==> config.mk <==
export PLATFORM = sky130hd
export DESIGN_NAME = cpuif_arbiter
export DESIGN_NICKNAME = d
export VERILOG_FILES = /design/src/rtl/cpuif_arbiter_pkg.sv /design/src/rtl/cpuif_rr_pick.sv /design/src/rtl/cpuif_arbiter.sv
export SDC_FILE = /design/constraint.sdc
export NUM_CORES = 1
export LEC_CHECK = 0
export CORE_AREA = 2 2 150 152
export DETAILED_ROUTE_END_ITERATION = 7
export DIE_AREA = 0 0 152 154
export GPL_TIMING_DRIVEN = 0
export SETUP_SLACK_MARGIN = 0.02
export SYNTH_ARGS = -nofsm -noshare
export SYNTH_HDL_FRONTEND = slang
export SYNTH_SLANG_ARGS = --single-unit
==> constraint.sdc <==
create_clock -name clk -period 5.1 [get_ports clk]
set_clock_uncertainty 0.1 [all_clocks]
set_input_delay 1.02 -clock clk [delete_from_list [all_inputs] [get_ports clk]]
set_output_delay 1.02 -clock clk [all_outputs]
set_load 0.02 [all_outputs]
==> src/rtl/cpuif_arbiter_pkg.sv <==
// Shared types and helpers for the cpuif round-robin arbiter.
package cpuif_arbiter_pkg;

    typedef enum logic [0:0] {
        ARB_IDLE      = 1'b0,
        ARB_WAIT_RESP = 1'b1
    } arb_state_e;

    // Index width for n items; never narrower than one bit.
    function automatic int idx_width(input int n);
        return (n > 1) ? $clog2(n) : 1;
    endfunction

endpackage

==> src/rtl/cpuif_rr_pick.sv <==
// Combinational round-robin picker: first set request at or above ptr, modulo N.
module cpuif_rr_pick
    import cpuif_arbiter_pkg::*;
#(
    parameter int N     = 2,
    parameter int IDX_W = idx_width(N)
) (
    input  logic [N-1:0]     req,
    input  logic [IDX_W-1:0] ptr,
    output logic             valid,
    output logic [IDX_W-1:0] idx
);

    logic [2*N-1:0]   req_dbl;
    logic [N-1:0]     req_rot;
    logic [IDX_W-1:0] off;
    logic [IDX_W:0]   sum;

    always_comb begin
        // Rotate so that bit 0 is the master at ptr, then find the lowest set bit.
        req_dbl = {req, req};
        req_rot = N'(req_dbl >> ptr);
        valid   = 1'b0;
        off     = '0;
        for (int k = N - 1; k >= 0; k--) begin
            if (req_rot[k]) begin
                valid = 1'b1;
                off   = IDX_W'(k);
            end
        end
        sum = {1'b0, ptr} + {1'b0, off};
        if (sum >= (IDX_W + 1)'(N)) begin
            sum = sum - (IDX_W + 1)'(N);
        end
        idx = sum[IDX_W-1:0];
    end

endmodule

==> src/rtl/cpuif_arbiter.sv <==
// Round-robin arbiter sharing one passthrough cpuif between N_MASTERS requesters,
// one transaction in flight, with an optional response timeout.
module cpuif_arbiter
    import cpuif_arbiter_pkg::*;
#(
    parameter int  N_MASTERS      = 2,
    parameter int  ADDR_WIDTH     = 32,
    parameter int  DATA_WIDTH     = 32,
    parameter int  TIMEOUT_CYCLES = 256,
    localparam int IDX_W          = idx_width(N_MASTERS)
) (
    input  logic                           clk,
    input  logic                           rst,
    input  logic [N_MASTERS-1:0]           m_req,
    input  logic [N_MASTERS-1:0]           m_req_is_wr,
    input  logic [N_MASTERS*ADDR_WIDTH-1:0] m_addr,
    input  logic [N_MASTERS*DATA_WIDTH-1:0] m_wr_data,
    input  logic [N_MASTERS*DATA_WIDTH-1:0] m_wr_biten,
    output logic [N_MASTERS-1:0]           m_req_stall_wr,
    output logic [N_MASTERS-1:0]           m_req_stall_rd,
    output logic [N_MASTERS-1:0]           m_rd_ack,
    output logic [N_MASTERS-1:0]           m_rd_err,
    output logic [N_MASTERS-1:0]           m_wr_ack,
    output logic [N_MASTERS-1:0]           m_wr_err,
    output logic [DATA_WIDTH-1:0]          m_rd_data,
    output logic                           s_cpuif_req,
    output logic                           s_cpuif_req_is_wr,
    output logic [ADDR_WIDTH-1:0]          s_cpuif_addr,
    output logic [DATA_WIDTH-1:0]          s_cpuif_wr_data,
    output logic [DATA_WIDTH-1:0]          s_cpuif_wr_biten,
    input  logic                           s_cpuif_req_stall_wr,
    input  logic                           s_cpuif_req_stall_rd,
    input  logic                           s_cpuif_rd_ack,
    input  logic                           s_cpuif_rd_err,
    input  logic [DATA_WIDTH-1:0]          s_cpuif_rd_data,
    input  logic                           s_cpuif_wr_ack,
    input  logic                           s_cpuif_wr_err,
    output logic                           busy,
    output logic [IDX_W-1:0]               grant_idx,
    output logic                           stray_ack
);

    localparam int               CNT_W    = idx_width(TIMEOUT_CYCLES + 1);
    localparam logic [CNT_W-1:0] TO_LAST  = CNT_W'((TIMEOUT_CYCLES > 0) ? TIMEOUT_CYCLES - 1 : 0);
    localparam logic [IDX_W-1:0] LAST_IDX = IDX_W'(N_MASTERS - 1);

    arb_state_e       state_q, state_d;
    logic [IDX_W-1:0] owner_q, owner_d;
    logic [IDX_W-1:0] rr_ptr_q, rr_ptr_d;
    logic             owner_is_wr_q, owner_is_wr_d;
    logic [CNT_W-1:0] cnt_q, cnt_d;
    logic             rst_hold_q, rst_hold_d;

    logic             hold, in_idle, in_wait, any_ack, timeout, done;
    logic             fwd, accept, win_valid, win_is_wr;
    logic [IDX_W-1:0] win_idx;
    logic             resp_rd_ack, resp_rd_err, resp_wr_ack, resp_wr_err;

    cpuif_rr_pick #(
        .N     (N_MASTERS),
        .IDX_W (IDX_W)
    ) u_pick (
        .req   (m_req),
        .ptr   (rr_ptr_q),
        .valid (win_valid),
        .idx   (win_idx)
    );

    always_comb begin
        // Outputs stay inert during reset and on the first cycle after release.
        rst_hold_d  = rst;
        hold        = rst | rst_hold_q;
        in_idle     = !hold && (state_q == ARB_IDLE);
        in_wait     = !hold && (state_q == ARB_WAIT_RESP);
        any_ack     = s_cpuif_rd_ack | s_cpuif_wr_ack;
        win_is_wr   = m_req_is_wr[win_idx];
        fwd         = in_idle & win_valid;
        accept      = fwd & ~(win_is_wr ? s_cpuif_req_stall_wr : s_cpuif_req_stall_rd);
        timeout     = in_wait & ~any_ack & (TIMEOUT_CYCLES > 0) & (cnt_q == TO_LAST);
        done        = in_wait & (any_ack | timeout);

        // A real ack wins over the timeout and keeps its own type.
        resp_rd_ack = in_wait & (s_cpuif_rd_ack | (timeout & ~owner_is_wr_q));
        resp_rd_err = in_wait & ((s_cpuif_rd_ack & s_cpuif_rd_err) | (timeout & ~owner_is_wr_q));
        resp_wr_ack = in_wait & (s_cpuif_wr_ack | (timeout & owner_is_wr_q));
        resp_wr_err = in_wait & ((s_cpuif_wr_ack & s_cpuif_wr_err) | (timeout & owner_is_wr_q));
        m_rd_data   = (in_wait & s_cpuif_rd_ack) ? s_cpuif_rd_data : '0;

        s_cpuif_req       = fwd;
        s_cpuif_req_is_wr = fwd & win_is_wr;
        s_cpuif_addr      = fwd ? m_addr[win_idx*ADDR_WIDTH +: ADDR_WIDTH] : '0;
        s_cpuif_wr_data   = fwd ? m_wr_data[win_idx*DATA_WIDTH +: DATA_WIDTH] : '0;
        s_cpuif_wr_biten  = fwd ? m_wr_biten[win_idx*DATA_WIDTH +: DATA_WIDTH] : '0;

        busy      = in_wait;
        stray_ack = in_idle & any_ack;
        if (in_wait) begin
            grant_idx = owner_q;
        end else if (fwd) begin
            grant_idx = win_idx;
        end else begin
            grant_idx = '0;
        end
    end

    always_comb begin
        state_d       = state_q;
        owner_d       = owner_q;
        owner_is_wr_d = owner_is_wr_q;
        rr_ptr_d      = rr_ptr_q;
        cnt_d         = cnt_q;
        case (state_q)
            ARB_IDLE: begin
                if (accept) begin
                    state_d       = ARB_WAIT_RESP;
                    owner_d       = win_idx;
                    owner_is_wr_d = win_is_wr;
                    cnt_d         = '0;
                end
            end
            ARB_WAIT_RESP: begin
                if (done) begin
                    state_d  = ARB_IDLE;
                    rr_ptr_d = (owner_q == LAST_IDX) ? '0 : owner_q + 1'b1;
                    cnt_d    = '0;
                end else begin
                    cnt_d = cnt_q + 1'b1;
                end
            end
            default: state_d = ARB_IDLE;
        endcase
    end

    always_ff @(posedge clk) begin
        rst_hold_q <= rst_hold_d;
        if (rst) begin
            state_q       <= ARB_IDLE;
            owner_q       <= '0;
            owner_is_wr_q <= 1'b0;
            rr_ptr_q      <= '0;
            cnt_q         <= '0;
        end else begin
            state_q       <= state_d;
            owner_q       <= owner_d;
            owner_is_wr_q <= owner_is_wr_d;
            rr_ptr_q      <= rr_ptr_d;
            cnt_q         <= cnt_d;
        end
    end

    for (genvar gi = 0; gi < N_MASTERS; gi++) begin : g_master
        logic is_owner, is_winner;
        assign is_owner           = (owner_q == IDX_W'(gi));
        assign is_winner          = fwd && (win_idx == IDX_W'(gi));
        assign m_rd_ack[gi]       = is_owner & resp_rd_ack;
        assign m_rd_err[gi]       = is_owner & resp_rd_err;
        assign m_wr_ack[gi]       = is_owner & resp_wr_ack;
        assign m_wr_err[gi]       = is_owner & resp_wr_err;
        assign m_req_stall_wr[gi] = is_winner ? s_cpuif_req_stall_wr : 1'b1;
        assign m_req_stall_rd[gi] = is_winner ? s_cpuif_req_stall_rd : 1'b1;
    end

endmodule

=== Word level (Yosys, flattened, before mapping) ===
Cells that the tools add are included.

* Flip-flop bits (word level): 14
* Input port bits: 236

* $add $sub $neg: 4
* Magnitude comparators: 2
* Equal/unequal tests: 2
* Shift operators: 4
* Mux-type cells: 24
* Bitwise gates (word level): 37
* Reductions and logical operators: 7

{| class="wikitable"
|+ Operators with widths
! operator !! number
|-
| indexed part select 64 x 7 -> 32 bit || 3
|-
| 2-to-1 mux 32 bit || 4
|-
| bitwise AND 1 bit || 24
|-
| 2-to-1 mux 9 bit || 2
|-
| case mux 9 bit (2 select lines) || 1
|-
| 2-to-1 mux 1 bit || 16
|-
| adder 9 x 1 -> 9 bit, second input constant || 1
|-
| == test 9 x 8 -> 1 bit, second input constant || 1
|-
| OR 1 bit || 7
|-
| NOT 1 bit || 6
|-
| logical AND 1 bit || 4
|-
| AND reduction 2 bit || 2
|-
| right shift 4 x 1 -> 2 bit || 1
|-
| adder 1 x 1 -> 2 bit || 1
|-
| greater-or-equal comparator 2 bit, second input constant || 1
|-
| < comparator 1 x 2 -> 1 bit, second input constant || 1
|-
| != test 2 bit, second input constant || 1
|-
| case mux 1 bit (2 select lines) || 1
|-
| adder 1 bit, second input constant || 1
|-
| zero test 1 bit || 1
|-
| subtractor 1 bit, second input constant || 1
|}

=== Depth between registers and ports, before layout ===
* Depth in word-level cells: 13
* Depth in mapped cells: 10

=== By module ===
A second synthesis with hierarchy kept.

* Cells, all modules: 356
* Area total of the unflattened synthesis: 2533.7 sq um

{| class="wikitable"
|+ Modules (own cells, without submodules)
! module !! instances !! cells each !! area each (sq um) !! sequential area each (sq um)
|-
| cpuif_arbiter || 1 || 353 || 2512.4 || 280.3
|-
| cpuif_rr_pick || 1 || 3 || 21.3 || 0.0
|}

=== Least setup slack after synthesis ===
OpenSTA, ideal clock, no wires.

* Kind: input port to output port
* From: input port rst
* To: output port s_cpuif_wr_biten[21]
* Data arrival time: 2.455 ns
* Setup slack: 1.525 ns
* Stages on the path: 8
* Cells stage by stage: or3_4 > or2_4 > inv_2 > and2_1 > buf_4 > buf_6 > buf_6 > a22o_1

* Cells in the longest elaborated chain, start to end: 5

{| class="wikitable"
|+ RTL lines
! item !! line !! RTL
|-
| from (decl) || cpuif_arbiter.sv:13 || <nowiki>input logic rst,</nowiki>
|-
| OR 1 bit || cpuif_arbiter.sv:72 || <nowiki>hold = rst | rst_hold_q;</nowiki>
|-
| zero test 1 bit || cpuif_arbiter.sv:73 || <nowiki>in_idle = !hold && (state_q == ARB_IDLE);</nowiki>
|-
| logical AND 1 bit || cpuif_arbiter.sv:73 ||
|-
| bitwise AND 1 bit || cpuif_arbiter.sv:77 || <nowiki>fwd = in_idle & win_valid;</nowiki>
|-
| net s_cpuif_req || cpuif_arbiter.sv:26 || <nowiki>output logic s_cpuif_req,</nowiki>
|-
| 2-to-1 mux 32 bit || cpuif_arbiter.sv:93 || <nowiki>s_cpuif_wr_biten = fwd ? m_wr_biten[win_idx*DATA_WIDTH +: DATA_WIDTH] : '0;</nowiki>
|-
| to (decl) || cpuif_arbiter.sv:30 || <nowiki>output logic [DATA_WIDTH-1:0] s_cpuif_wr_biten,</nowiki>
|}

The timed path passes the listed nets, and every way through them passes these cells.

=== Final worst setup path ===
* From: input port rst
* To: output port s_cpuif_addr[24]

* Cells in the longest elaborated chain, start to end: 5

{| class="wikitable"
|+ RTL lines
! item !! line !! RTL
|-
| OR 1 bit || cpuif_arbiter.sv:72 ||
|-
| zero test 1 bit || cpuif_arbiter.sv:73 ||
|-
| logical AND 1 bit || cpuif_arbiter.sv:73 ||
|-
| bitwise AND 1 bit || cpuif_arbiter.sv:77 ||
|-
| 2-to-1 mux 32 bit || cpuif_arbiter.sv:91 || <nowiki>s_cpuif_addr = fwd ? m_addr[win_idx*ADDR_WIDTH +: ADDR_WIDTH] : '0;</nowiki>
|-
| to (decl) || cpuif_arbiter.sv:28 || <nowiki>output logic [ADDR_WIDTH-1:0] s_cpuif_addr,</nowiki>
|}

No other way between the ends.

==> qor.txt <==
status = finished clean
period utilization = 95.1%
slowest cell delay on critical path = 0.66 ns
global-route wire length before repair = 25100 um
Layout Area Growth over Synthesis = 208%
post-route minimum period = 4.85 ns
register area share after synthesis = 13.6%
port buffer count = 380
Cell Pwr Density = 107 nW/um^2
setup TNS = 0 ns
CP endpoint = s_cpuif_addr[24]
antenna diode count = 0
crit path max fanout = 10
layout cells sized above 1 = 4.59%
cells along the critical path = clkdlybuf4s50_1 -> or3_4 -> or2_4 -> inv_2 -> and2_1 -> buf_4 -> buf_2 -> a22o_1 -> clkdlybuf4s50_1
total die area = 23400 um^2
cells after synthesis = 267
most common cell after layout, fill and taps aside = clkdlybuf4s50_1
initial antenna violation count = 0
RSZ-0062 raised after global routing = no
crit path from = rst
number of global-route vias before repair = 3920
final instance area = 6320 um^2
final WL = 17200 um
Crit path top cell by count = clkdlybuf4s50_1
total CTS buffers = 3
H-tree levels = 1
EDFF count, synth = 0
clk root buf = clkbuf_16
clk_lat worst skew = 0.25 ns
relative slew slack = 60.4%
final hold vios = 0
antenna viol nets, final = 0
core area = 21700 um^2
Syn Nets = 505
Starting Density = 9.48%
Setup CP Type = input pin to output port
min-delay worst type = flip-flop to flip-flop
largest net degree at the start of global routing = 11
Bufs on Longest Clock Path = 2
critical path arrival = 3.73 ns
r2r endpoint = cnt_q[6]
CTS sink cnt = 14
Post-Layout Cell Count = 933
most frequent cells in the layout = 380 x clkdlybuf4s50_1, 96 x a22o_1, 34 x and3_1
drc violations = 0
Async S/R FF share, synth = 0%
Reg2Reg Setup Slack = 2.65 ns
Worst-Margin Slew = 0.577 ns
Mean Syn Cell Area = 7.70 um^2
CTS tree = done
Die X = 152 um
Setup violations, final = 0
Leakage = 2.44 nW
clk slew on worst S/H paths = 0.05 ns
Vias per Instance = 4.09
Hold WS = 0.413 ns
Avg WL per Cell = 18.5 um
count of state elements after synthesis = 14
R2R cell count = 10
Fmax achieved = 206 MHz
# placed instances = 927
Critical Path Source Type = input pin
R2R Path Start = cnt_q[0]
All-Layer GR Usage = 13.7%
total gr overflow = 0
Placer Congestion = 0.794
FP Rows = 54
Pre-antenna DRT Iters = 4
Max-cap violations = 0
cell area after synthesis = 2060 um^2
DR vias = 3818
1st-iter DRT viols = 265
synth unique cells = 37
YS warnings = 0
CP endpoint kind = output port
Most used DFF post-synth = dfxtp_1
final net count = 892
CP required = 3.98 ns
DP Area = 6210 um^2
VDD IR max = 0.0702 mV
end-of-flow core utilization = 29.2%
Die Y = 154 um
IO Pins = 381
critical path's slowest cell = clkdlybuf4s50_1
dpl hpwl = 14600 um
Slew Limit Fails = 0
==> layout make-up <==
| type | count | area (um^2) |
|---|---|---|
| multi-input cells | 212 | 1580 |
| repair buffers | 382 | 3820 |
| inverters | 10 | 37.5 |
| flip-flops and latches | 14 | 280 |
| well taps | 280 | 350 |
| fillers | 2317 | 15400 |
| clock buffers | 4 | 88.8 |
| plain buffers | 31 | 164 |
==> cells by family (layout without fill, tap and decap cells) <==
family | count (synthesis) | count (layout) | share of synthesized area (%)
AOI/OAI and AO/OA | 120 | 120 | 49.2
buffers and inverters | 41 | 427 | 9.74
DFF | 14 | 14 | 13.6
adders and majority gates | 3 | 3 | 1.70
muxes | 4 | 4 | 2.07
xor gates and xnor gates | 3 | 3 | 1.28
and+or+nand+nor | 82 | 82 | 22.4
==> synthesized netlist by cell type, types with 2 or more instances <==
| library cell | count | area share [%] |
|---|---|---|
| nand3_1 | 2 | 0.49 |
| o41ai_1 | 4 | 1.7 |
| nor2_1 | 19 | 3.5 |
| nor3_1 | 6 | 1.5 |
| a21oi_1 | 5 | 1.2 |
| and3_1 | 34 | 10 |
| a22o_1 | 96 | 41 |
| buf_6 | 3 | 1.6 |
| ha_1 | 2 | 1.2 |
| a31oi_1 | 2 | 0.61 |
| a32o_1 | 4 | 1.9 |
| buf_4 | 3 | 1.1 |
| clkbuf_1 | 15 | 2.7 |
| nand2b_1 | 6 | 1.8 |
| xnor2_1 | 2 | 0.85 |
| buf_2 | 10 | 2.4 |
| nor2b_1 | 2 | 0.61 |
| o21ai_0 | 6 | 1.5 |
| mux2i_1 | 2 | 0.97 |
| dfxtp_1 | 14 | 14 |
| nand2_1 | 5 | 0.91 |
| inv_1 | 9 | 1.6 |
| mux2_2 | 2 | 1.1 |
==> worst max-delay path, delay by kind of cell <==
kind                   cells  cell delay (ns)
AND/OR/NAND/NOR            3             0.80
AO/OA/AOI/OAI              1             0.22
buffers and inverters      5             1.68
==> state kept, by name, indices dropped and copies added (netlist names) <==
signal             count
rst_hold_q             1
cnt_q                  9
owner_is_wr_q          1
g_master.is_owner      1
state_q                1
rr_ptr_q               1
==> power breakdown <==
part           total (mW)  leakage (nW)  switching [mW]  internal (mW)
logic               0.396          2.28           0.146          0.250
clock network       0.166        0.0442          0.0468          0.119
registers           0.113         0.113         0.00169          0.112
==> metrics by stage <==
step / setup slack [ns] / power [mW]
after floorplan: 1.52 / 0.228
after global placement: -0.451 / 0.509
after detailed placement: -0.443 / 0.509
after CTS: 0.134 / 0.683
after global routing: 0.0475 / 0.710
final: 0.250 / 0.676
==> routing by layer <==
layer / track usage [%] / part of all wire, %
met2: 23.8 / 49
met3: 3.02 / 6.7
met5: 0 / 0
met4: 1.42 / 0.63
met1: 17.8 / 44
==> timing repair <==
| action | in CTS | in global routing |
|---|---|---|
| setup endpoints to repair | 91 | 0 |
| buffers inserted | 2 | 0 |
| resized for setup | 2 | 0 |
| hold buffers | 0 | 0 |
==> worst min path at each step <==
stage | from | end | slack [ns] | cells after the start
floorplan | cnt_q[8] | cnt_q[8] | 0.37 | 1
global route | cnt_q[8] | cnt_q[8] | 0.46 | 1
finish | cnt_q[8] | cnt_q[8] | 0.41 | 1
detailed placement | cnt_q[8] | cnt_q[8] | 0.41 | 1
global placement | cnt_q[8] | cnt_q[8] | 0.38 | 1
CTS | cnt_q[8] | cnt_q[8] | 0.42 | 1
(Power assumes the default switching activity.)
==> edit: new RTL, same settings <==
Change the parameter `N_MASTERS` from 2 to 1.
--- a/src/rtl/cpuif_arbiter.sv
+++ b/src/rtl/cpuif_arbiter.sv
@@ -3,7 +3,7 @@
 module cpuif_arbiter
     import cpuif_arbiter_pkg::*;
 #(
-    parameter int  N_MASTERS      = 2,
+    parameter int  N_MASTERS      = 1,
     parameter int  ADDR_WIDTH     = 32,
     parameter int  DATA_WIDTH     = 32,
     parameter int  TIMEOUT_CYCLES = 256,
Interface: changed (11 resized); port bits go from 381 to 277. No check against the original RTL was run, so the function may have changed too.
==> edit against the unedited design <==
Critical path depth fell by 3. Fmax is 6.4% higher. Synthesized area decreased by 23%. Routed wire length is 43% lower. Largest cell class unchanged. Die area stayed put. Sequential cell count down 2. Final area shrank 25%. Worst setup slack better by 0.29 ns. Power decreased by 32%.
==> edit: results (changes against the unedited design) <==
[clocking]
cts_resized = 0  ; was 2
postCtsSetupBuffers = 0  ; was 2

[timing]
holdWs_ns = 0.3617  ; was 0.4130 ns
tightestPinTransition_ns = 0.5303  ; was 0.5770 ns

[worst_setup_path]
reg2reg_to = cnt_q[4]  ; was cnt_q[6]
crit_arrival_ns = 3.44  ; was 3.73 ns

[layout]
n_all_buffers = 292  ; was 413
area_share_nonclk_buffers_pct = 59.94  ; was 62.99%
multi_input_area_um2 = 1225  ; was 1583 um2
inverters = 5  ; was 10
final_util_pct = 21.97  ; was 29.15%
multi_input_gates = 196  ; was 212
fill_cells = 2362  ; was 2317

[grt]
grt_util_met3_pct = 2.508  ; was 3.016%
met2_usage_pct = 13.62  ; was 23.81%
use_met1_pct = 9.571  ; was 17.83%

[drt]
vias = 2517  ; was 3818
met1Wirelength_um = 4230  ; was 7566 um
post_drt_wl_per_cell_um = 12.47  ; was 18.48 um

[outcome]
outcome = completed  ; unchanged

[place]
gp_congestion = 0.7734  ; was 0.7938
dp.cells = 785  ; was 927
port_buffers = 275  ; was 380
postPlaceCellArea_um2 = 4691  ; was 6210 um2

[synthesis]
synth_common_cells = and2_1, nor2_1, a21oi_1, dfxtp_1, clkbuf_2  ; was a22o_1, and3_1, nor2_1
synth_nets = 370  ; was 505
yosysSeqAreaShare_pct = 15.13  ; was 13.63%
synthTopCellsByArea = and2_1, dfxtp_1, a21oi_1  ; was a22o_1, dfxtp_1, and3_1

[power_and_ir_drop]
p_int_uw = 343.7  ; was 481.0 uW
power_frac_comb_pct = 48.7  ; was 58.7%

[worst_hold_path]
min_to = cnt_q[7]  ; was cnt_q[8]

edit: how the worst max path moves through the flow:
stage / end / slack [ns] / depth (start not counted)
after global placement: s_cpuif_addr[26] / 0.46 / 6
after CTS: s_cpuif_addr[26] / 0.48 / 6
final: s_cpuif_addr[26] / 0.54 / 6
after floorplan: s_cpuif_wr_biten[18] / 2.04 / 4
after global routing: s_cpuif_addr[26] / 0.36 / 6
after detailed placement: s_cpuif_addr[26] / 0.48 / 6
edit: cells by family (layout without fill, tap and decap cells):
| family | after synthesis | count (layout) | share of synthesized area [%] |
|---|---|---|---|
| other | 1 | 1 | 0.2362 |
| and+or+nand+nor | 164 | 164 | 62.81 |
| AOI/OAI and AO/OA | 26 | 26 | 10.64 |
| adders and majority gates | 2 | 2 | 1.576 |
| DFF | 12 | 12 | 15.13 |
| buffers and inverters | 22 | 300 | 7.722 |
| muxes | 3 | 3 | 1.891 |
